==> src/rtl/pulse_event_packer_if.sv <==
// Interface: pulse_event_packer_if
// Bundles the pulse input, flush request and the record valid/ready channel of
// pulse_event_packer.
//   pulse_in   producer -> packer   synchronized pulse, one event per high cycle
//   flush      producer -> packer   close the open record
//   out_ready  consumer -> packer   consumer accepts the record
//   out_valid  packer -> consumer   record available
//   out_count  packer -> consumer   events in the record
//   drop_cnt   packer -> consumer   sticky, saturating count of lost pulses
// The master modport is the producer/consumer side; the slave modport is the packer.
interface pulse_event_packer_if #(
  parameter int unsigned CNT_W = 8
);
  logic             pulse_in;
  logic             flush;
  logic             out_valid;
  logic             out_ready;
  logic [CNT_W-1:0] out_count;
  logic [CNT_W-1:0] drop_cnt;

  modport master (
    output pulse_in,
    output flush,
    output out_ready,
    input  out_valid,
    input  out_count,
    input  drop_cnt
  );

  modport slave (
    input  pulse_in,
    input  flush,
    input  out_ready,
    output out_valid,
    output out_count,
    output drop_cnt
  );
endinterface

==> src/rtl/pulse_event_packer.sv <==
// Module: pulse_event_packer
// Counts single-cycle synchronized pulses in the destination clock domain and
// packs them into count records. A record closes when its window expires
// (WIN_CYC cycles measured from the first pulse), when it reaches MAX_EVT
// events, or on flush. Closed records are offered over valid/ready; pulses that
// arrive while a record waits are buffered (up to MAX_EVT) and the rest are
// tallied in a saturating drop counter.
// Ports:
//   des_clk   destination-domain clock
//   des_rst   asynchronous, active-high reset
//   bus       pulse_event_packer_if slave: pulse_in, flush, out_ready in;
//             out_valid, out_count, drop_cnt out
// Parameters:
//   CNT_W     width of out_count / drop_cnt; MAX_EVT must fit in CNT_W bits
//   WIN_CYC   window length in cycles (>= 2)
//   MAX_EVT   event count that closes a record early (>= 1)
module pulse_event_packer #(
  parameter int unsigned CNT_W   = 8,
  parameter int unsigned WIN_CYC = 64,
  parameter int unsigned MAX_EVT = 16
) (
  input logic                 des_clk,
  input logic                 des_rst,
  pulse_event_packer_if.slave bus
);

  // Timer holds the offset of the current edge from the window-opening edge,
  // so it only needs to reach WIN_CYC-1.
  localparam int unsigned TIMER_W = $clog2(WIN_CYC);

  localparam logic [CNT_W-1:0]   MaxEvt    = CNT_W'(MAX_EVT);
  localparam logic [CNT_W-1:0]   AccOne    = CNT_W'(1);
  localparam logic [TIMER_W-1:0] TimerLast = TIMER_W'(WIN_CYC - 1);
  localparam logic [TIMER_W-1:0] TimerOne  = TIMER_W'(1);

  typedef enum logic [1:0] {
    StIdle,
    StAccum,
    StOutput
  } state_e;

  state_e             state_q, state_d;
  logic [CNT_W-1:0]   acc_q, acc_d;
  logic [TIMER_W-1:0] timer_q, timer_d;
  logic [CNT_W-1:0]   count_q, count_d;
  logic               valid_q, valid_d;
  logic [CNT_W-1:0]   drop_q, drop_d;

  logic               acc_full;
  logic               pulse_drop;
  logic [CNT_W-1:0]   acc_n;
  logic               handshake;
  logic               close_rec;

  // A full accumulator turns any further pulse into a drop; otherwise the pulse
  // is counted. acc_q is 0 in StIdle, so this is only ever true in StAccum
  // (entered full from a handshake) or StOutput.
  assign acc_full   = (acc_q == MaxEvt);
  assign pulse_drop = bus.pulse_in & acc_full;
  assign acc_n      = acc_q + {{(CNT_W-1){1'b0}}, bus.pulse_in & ~acc_full};
  assign handshake  = valid_q & bus.out_ready;

  always_comb begin
    state_d   = state_q;
    acc_d     = acc_q;
    timer_d   = timer_q;
    count_d   = count_q;
    valid_d   = valid_q;
    close_rec = 1'b0;

    unique case (state_q)
      StIdle: begin
        // Flush is ignored here: empty records are never emitted.
        if (bus.pulse_in) begin
          state_d = StAccum;
          acc_d   = AccOne;
          timer_d = TimerOne;
        end
      end

      StAccum: begin
        close_rec = (timer_q == TimerLast) || (acc_n >= MaxEvt) || bus.flush;
        if (close_rec) begin
          // The pulse sampled at the closing edge belongs to this record.
          count_d = acc_n;
          valid_d = 1'b1;
          acc_d   = '0;
          timer_d = '0;
          state_d = StOutput;
        end else begin
          acc_d   = acc_n;
          timer_d = timer_q + TimerOne;
        end
      end

      StOutput: begin
        // Keep buffering while the record waits; flush has no effect.
        acc_d = acc_n;
        if (handshake) begin
          valid_d = 1'b0;
          if (acc_n == '0) begin
            state_d = StIdle;
          end else begin
            // Buffered pulses start a new window at the handshake edge.
            state_d = StAccum;
            timer_d = TimerOne;
          end
        end
      end

      default: begin
        state_d = StIdle;
        acc_d   = '0;
        timer_d = '0;
        valid_d = 1'b0;
      end
    endcase
  end

  // Sticky drop tally, held at all-ones once saturated.
  always_comb begin
    drop_d = drop_q;
    if (pulse_drop && (drop_q != '1)) begin
      drop_d = drop_q + AccOne;
    end
  end

  always_ff @(posedge des_clk or posedge des_rst) begin
    if (des_rst) begin
      state_q <= StIdle;
      acc_q   <= '0;
      timer_q <= '0;
      count_q <= '0;
      valid_q <= 1'b0;
      drop_q  <= '0;
    end else begin
      state_q <= state_d;
      acc_q   <= acc_d;
      timer_q <= timer_d;
      count_q <= count_d;
      valid_q <= valid_d;
      drop_q  <= drop_d;
    end
  end

  assign bus.out_valid = valid_q;
  assign bus.out_count = count_q;
  assign bus.drop_cnt  = drop_q;

  // A stalled record must stay put until the consumer takes it.
  a_hold_record : assert property (@(posedge des_clk) disable iff (des_rst)
    (valid_q && !bus.out_ready) |=> (valid_q && $stable(count_q)));

  a_acc_bounded : assert property (@(posedge des_clk) disable iff (des_rst)
    (acc_q <= MaxEvt) && (count_q <= MaxEvt));

endmodule

==> src/flat_wrapper.sv <==
// flat-port wrapper written by rule: the top's interface ports become plain ports
module pulse_event_packer_flat 
#(
  parameter int unsigned CNT_W   = 8,
  parameter int unsigned WIN_CYC = 64,
  parameter int unsigned MAX_EVT = 16
)
  (des_clk, des_rst, bus_pulse_in, bus_flush, bus_out_ready, bus_out_valid, bus_out_count, bus_drop_cnt);
  pulse_event_packer_if #(.CNT_W(CNT_W)) bus_i ();
  input logic des_clk;
  input logic des_rst;
  input wire logic [$bits(bus_i.pulse_in)-1:0] bus_pulse_in;
  input wire logic [$bits(bus_i.flush)-1:0] bus_flush;
  input wire logic [$bits(bus_i.out_ready)-1:0] bus_out_ready;
  output wire logic [$bits(bus_i.out_valid)-1:0] bus_out_valid;
  output wire logic [$bits(bus_i.out_count)-1:0] bus_out_count;
  output wire logic [$bits(bus_i.drop_cnt)-1:0] bus_drop_cnt;
  assign bus_i.pulse_in = bus_pulse_in;
  assign bus_i.flush = bus_flush;
  assign bus_i.out_ready = bus_out_ready;
  assign bus_out_valid = bus_i.out_valid;
  assign bus_out_count = bus_i.out_count;
  assign bus_drop_cnt = bus_i.drop_cnt;
  pulse_event_packer #(.CNT_W(CNT_W), .WIN_CYC(WIN_CYC), .MAX_EVT(MAX_EVT)) u_core (.des_clk(des_clk), .des_rst(des_rst), .bus(bus_i));
endmodule
==> config.mk <==
export PLATFORM = sky130hd
export DESIGN_NAME = pulse_event_packer_flat
export DESIGN_NICKNAME = d
export VERILOG_FILES = /design/src/rtl/pulse_event_packer_if.sv /design/src/rtl/pulse_event_packer.sv /design/src/flat_wrapper.sv
export SDC_FILE = /design/constraint.sdc
export NUM_CORES = 1
export LEC_CHECK = 0
export CORE_ASPECT_RATIO = 0.8
export CORE_MARGIN = 8
export CORE_UTILIZATION = 38
export CTS_CLUSTER_DIAMETER = 120
export DETAILED_ROUTE_END_ITERATION = 12
export SYNTH_ARGS = -nofsm -noshare
export SYNTH_HDL_FRONTEND = slang
export SYNTH_SLANG_ARGS = --single-unit
==> constraint.sdc <==
create_clock -name des_clk -period 8.5 [get_ports des_clk]
set_clock_uncertainty 0.1 [all_clocks]
set_input_delay 1.7 -clock des_clk [delete_from_list [all_inputs] [get_ports des_clk]]
set_output_delay 1.7 -clock des_clk [all_outputs]
set_load 0.03 [all_outputs]
# --- Word level (Yosys, flattened, before mapping) ---
# Cells that the tools add are included.
totals:
  regBits: 33
  word_cells: 49
op_classes:
  addsub: 3
  n_lt_le_gt_ge: 1
  eq_ne: 9
  n_mux: 16
  bitwise_logic: 5
  reduce_logical: 9
op_table:
  columns: ["cell", "count"]
  rows:
  - ["two-way mux 6 bit", 4]
  - ["one-hot mux 8 bit (3 select lines)", 1]
  - ["one-hot mux 6 bit (3 select lines)", 1]
  - ["two-way mux 8 bit", 2]
  - ["AND reduction 3 bit", 3]
  - ["adder 8 x 1 -> 8 bit", 1]
  - ["adder 8 x 1 -> 8 bit (second input constant)", 1]
  - ["equality test 8 x 5 -> 1 bit (second input constant)", 1]
  - [">= comparator 8 x 5 -> 1 bit (second input constant)", 1]
  - ["logical NOT 8 bit", 1]
  - ["!= test 8 bit (second input constant)", 1]
  - ["adder 6 x 1 -> 6 bit (second input constant)", 1]
  - ["equality test 6 bit (second input constant)", 1]
  - ["two-way mux 2 bit", 3]
  - ["one-hot mux 2 bit (3 select lines)", 1]
  - ["!= test 2 x 1 -> 1 bit (second input constant)", 2]
  - ["!= test 2 bit (second input constant)", 2]
  - ["bitwise AND 1 bit", 3]
  - ["two-way mux 1 bit", 3]
  - ["one-hot mux 1 bit (3 select lines)", 1]
  - ["equality test 2 x 1 -> 1 bit (second input constant)", 1]
  - ["equality test 2 bit (second input constant)", 1]
  - ["logical NOT 2 bit", 1]
  - ["logical OR 1 bit", 2]
  - ["3 further kinds", 4]

# --- Longest topological paths before layout ---
logic_depth:
  ltp_word: 9
  ltp_mapped: 11
  ltp_nobuf: 9

# --- Worst setup path after synthesis ---
# OpenSTA, ideal clock, no wires.
synth_path:
  path_kind: "input port to flip-flop"
  startpoint: "input port bus_pulse_in"
  endpoint: "register u_core.count_q[0] (netlist: u_core.bus.out_count[0])"
  setup_time_ns: 0.125
  t_arrival_ns: 3.556
  setup_slack_ns: 4.719
  stages: 9
  path_buffers: 0
  cell_sequence: "inv_1 > a21oi_1 > ha_1 > ha_1 > a311oi_1 > a31oi_1 > nor4b_4 > a21oi_4 > mux2_4"
synth_via:
  elab_chain_len: 6
synth_rtl:
  columns: ["element", "line", "rtl"]
  rows:
  - ["start, declared", "flat_wrapper.sv:12", "input wire logic [$bits(bus_i.pulse_in)-1:0] bus_pulse_in;"]
  - ["bitwise AND 1 bit (*)", "pulse_event_packer.sv:60", "assign acc_n = acc_q + {{(CNT_W-1){1'b0}}, bus.pulse_in & ~acc_full};"]
  - ["adder 8 x 1 -> 8 bit (*)", "pulse_event_packer.sv:60", null]
  - [">= comparator 8 x 5 -> 1 bit", "pulse_event_packer.sv:82", "close_rec = (timer_q == TimerLast) || (acc_n >= MaxEvt) || bus.flush;"]
  - ["logical OR 1 bit (2 in series)", "pulse_event_packer.sv:82", null]
  - ["AND reduction 2 bit (no line)", null, null]
  - ["end signal, assigned", "pulse_event_packer.sv:140", "count_q <= count_d;"]
  - ["end, declared", "pulse_event_packer.sv:45", "logic [CNT_W-1:0] count_q, count_d;"]
# Every way passes the cells marked *; elsewhere a longest branch is shown, timed or not.
# A chain may end at the register's enable or synchronous reset.

# --- Worst setup path in the final report ---
layout_path:
  startpoint: "input port bus_pulse_in"
  endpoint: "register u_core.count_q[7] (netlist: u_core.bus.out_count[7])"
# Same word-level chain as after synthesis.

==> flow_metrics.tcl <==
set metrics [dict create \
    setup-violations-final 0 \
    ctsHoldBuffers 0 \
    pwr-share-seq_pct 41.0 \
    worst_slew_margin_rel_pct 52.6 \
    criticalPathCategory "in -> reg" \
    yosys_register_bits 33 \
    busiest_layer "met2" \
    sum_neg_setup_slack_ns 0 \
    cellInternalPower_uw 336 \
    final_slew_violations 0 \
    crit_chain "clkdlybuf4s50_1, inv_1, a21oi_1, ha_1, ha_1, and3_1, a31oi_1, nor4b_4, a21oi_4, mux2_4" \
    route.vias.total 1397 \
    leakage_nw 0.964 \
    clock_tree_from_tritoncts "done" \
    worstSkewPairLatency_ns 0.28 \
    worst_path_max_delay_cell "sky130_fd_sc_hd__nor4b_4" \
    cts_post_setup_buffers_inserted 0 \
    synth-edff-count 0 \
    port-buffer-count 21 \
    switching_share_pct 35.3 \
    cts_buf_count 5 \
    routed_wirelength_mm 3.91 \
    power.share.combinational_pct 30.5 \
    grt_pass1_wl_mm 6.74 \
    clock_sink_count 33 \
    layout.filler_cells 429 \
    place_hpwl_mm 2.82 \
    flow.area_growth_from_synthesis_pct 20.8 \
    worstReg2RegEnd "u_core.bus.out_count[7]" \
    global_route.usage.met3_pct 4.13 \
    route.detailed.wl_per_inst_um 15.3 \
    synth_compound_gate_area_share_pct 13.6 \
    rows 22 \
    critical_path.n_buffers_inverters 2 \
    hp-class "reg -> reg" \
    start_util_pct 39.5 \
    cts.root.buffer_cell "sky130_fd_sc_hd__clkbuf_8" \
    vdd_ir_drop_max_mv 0.146 \
    netlist-cell-type-count 42 \
    grt.total_usage_pct 11.4 \
    synth_cells 172 \
    worst_setup_path_startpoint "bus_pulse_in" \
    die_y_um 77.6 \
    synth.yosys.seq_area_share_pct 45.8 \
    simple_gate_portion_of_the_synthesized_area_pct 20.1 \
    dieArea_um2 7220 \
    placeableCoreArea_um2 4570 \
    io-pin-count 22 \
    fmax_mhz 210 \
    fin_hold_ws_ns 0.418 \
    min-delay-start "u_core.bus.drop_cnt[0]" \
    die-width_um 93.0 \
    place_congestion 0.867 \
    crit_path_start_kind "input port" \
    syn_nets 181 \
    critPathArrivalTime_ns 4.81 \
    grt_pass1_vias 1443 \
    layout-drive-gt1-share_pct 12.2 \
    hold_depth 1 \
    postSynth.asyncResetShare_pct 100 \
    worst_r2r_path_depth 9 \
    dp_worst_setup_slack_ns 3.48 \
    grtUsageMet2_pct 16.3 \
    final_core_util_pct 47.7 \
    outcome "completed" \
    grt_use_met1_pct 15.1 \
    post_synth.cell_area_avg_um2 10.5 \
    viasPerCell 5.46 \
    cap_viol_max_count 0 \
    synth_fa_ha_area_share_pct 2.77 \
    layoutNonFillerInstCount 256 \
    report.final.hold_viol_count 0 \
    portion_of_total_power_attributed_to_the_clock_network_pct 28.5 \
    post_synth_mux_area_share_pct 7.28 \
    gate_family_responsible_for_the_most_delay_along_the_worst_path "simple AND/OR/NAND/NOR gates" \
    regToRegStartpoint "u_core.acc_q[6]" \
    cts.path.max_buffers 2 \
    path_common_cell "sky130_fd_sc_hd__ha_1" \
    grt_antenna_before_repair 0 \
    setup.worst_path.end_class "flop" \
    cts.clk_slew.worst_paths_ns 0.07 \
    rsz0062_at_grt "false" \
    syn-cell-area_um2 1800 \
    layout.nets 204 \
    diode_count 0 \
    drc 0 \
    worst_slew_pin_slew_ns 0.708 \
    hold-path-endpoint "u_core.bus.drop_cnt[0]" \
    cp.required_ns 8.56 \
    finalCritPeriodShare_pct 55.9 \
    powerDensity_nw_per_um2 238 \
    cts_max_level 2 \
    initialDrtViolationCount 114 \
    period_minus_slack_ns 4.75 \
    grt_start_max_net_pins 34 \
    post_synthesis_share_of_cell_area_spent_on_xor_and_xnor_gates_pct 6.80 \
    p_sw_uw 183 \
    synth_ff_type "sky130_fd_sc_hd__dfrtp_1" \
    post_cts_resized 0 \
    antenna_violating_nets_post_route 0 \
    crit_path_max_fanout 12 \
    synth_top_family_by_area "simple AND/OR/NAND/NOR gates" \
    dp_cells 248 \
    critPathMaxStageDelay_ns 0.70 \
    overflow 0 \
    drt_first_pass_iters 4 \
    setup_slack_ns 3.75 \
    yosysWarningCount 0 \
    setup.reg_to_reg.worst_slack_ns 4.97 \
]
-- flip-flops by register name, summed over array words and instances (netlist names) --
name / flops
u_core.timer_q: 6
u_core.bus.out_valid: 1
u_core.acc_q: 8
u_core.state_q: 2
u_core.bus.out_count: 8
u_core.bus.drop_cnt: 8
-- worst reg2reg max path, delay by kind of cell, from the launching register on --
kind	cells	cell delay [ns]
and+or+nand+nor	2	1.16
AOI/OAI and AO/OA	4	0.78
adders and majority gates	2	0.54
DFF	1	0.49
muxes	1	0.35
-- kinds of logic after synthesis --
kind of cell,after synthesis
xor+xnor,14
simple gates,65
flops,33
fa+ha+maj,4
mux,9
buf+inv,15
compound gates,32
-- power by group through the flow --
stage | Clock [mW] | Combinational, mW | Sequential, mW
2_1_floorplan | 0 | 0.107 | 0.215
6_report | 0.148 | 0.158 | 0.213
3_3_place_gp | 0 | 0.155 | 0.213
3_5_place_dp | 0 | 0.156 | 0.215
4_1_cts | 0.152 | 0.158 | 0.212
5_1_grt | 0.158 | 0.174 | 0.218
-- layer usage --
layer / share of wire (%) / up-vias / wire (um)
met5: 0 / - / 0
met4: 0.82 / 0 / 32
met3: 6.4 / 4 / 249
met2: 43 / 42 / 1680
met1: 50 / 687 / 1960
li1: - / 664 / -
-- cell type report --
| cell class | count | area [um^2] | area share (%) |
|---|---|---|---|
| Clock buffer | 5 | 68.8 | 3.16 |
| Clock inverter | 3 | 46.3 | 2.12 |
| Inverter | 9 | 33.8 | 1.55 |
| Multi-Input combinational cell | 124 | 912 | 41.8 |
| Sequential cell | 33 | 826 | 37.9 |
| Tap cell | 60 | 75.1 | 3.44 |
| Timing Repair Buffer | 22 | 218 | 9.99 |
-- worst max path at each step --
stage,depth (start not counted),slack (ns),end
global placement,10,3.67,u_core.timer_q[0]
finish,10,3.75,u_core.bus.out_count[7]
global route,10,3.51,u_core.timer_q[5]
CTS,10,3.78,u_core.timer_q[3]
detailed placement,10,3.48,u_core.timer_q[3]
floorplan,9,4.72,u_core.bus.out_count[0]
-- Yosys cell counts (all sizes together) (3+ instances only) --
master / count / share of area (%)
dfrtp: 33 / 46
nand3: 11 / 3.1
xnor2: 11 / 5.3
nand2: 10 / 2.1
nor2: 10 / 2.1
inv: 9 / 1.9
mux2: 9 / 7.3
a21oi: 8 / 2.8
and3: 7 / 2.4
nand2b: 6 / 2.1
nand4: 5 / 1.7
nor3: 5 / 1.4
a31oi: 4 / 1.7
ha: 4 / 2.8
and2: 3 / 1.1
buf: 3 / 1.2
clkbuf: 3 / 0.62
o21ai: 3 / 0.83
o2bb2ai: 3 / 1.5
xor2: 3 / 1.5
-- layout by cell type, fill, tap and decap left out, types with 2 or more instances in the layout --
cell type and instances:
sky130_fd_sc_hd__dfrtp_1 33, sky130_fd_sc_hd__clkdlybuf4s50_1 21, sky130_fd_sc_hd__nand3_1 11, sky130_fd_sc_hd__xnor2_1 11, sky130_fd_sc_hd__nand2_1 10, sky130_fd_sc_hd__nor2_1 10
sky130_fd_sc_hd__inv_1 9, sky130_fd_sc_hd__mux2_4 8, sky130_fd_sc_hd__and3_1 7, sky130_fd_sc_hd__a21oi_1 7, sky130_fd_sc_hd__nand2b_1 6, sky130_fd_sc_hd__nor3_1 5
sky130_fd_sc_hd__nand4_1 5, sky130_fd_sc_hd__clkbuf_8 5, sky130_fd_sc_hd__ha_1 4, sky130_fd_sc_hd__a31oi_1 3, sky130_fd_sc_hd__o21ai_0 3, sky130_fd_sc_hd__xor2_1 3
sky130_fd_sc_hd__o2bb2ai_1 3, sky130_fd_sc_hd__or3_1 2, sky130_fd_sc_hd__nor4_1 2, sky130_fd_sc_hd__and2_1 2, sky130_fd_sc_hd__a21o_1 2, sky130_fd_sc_hd__a22o_1 2
sky130_fd_sc_hd__o211ai_1 2
-- metrics by stage --
stage	power, mW	cell area [um^2]
floorplan	0.322	1800
global placement	0.368	2060
detailed placement	0.371	2060
CTS	0.522	2180
global route	0.550	2180
finish	0.519	2180
(Power assumes the default switching activity.)
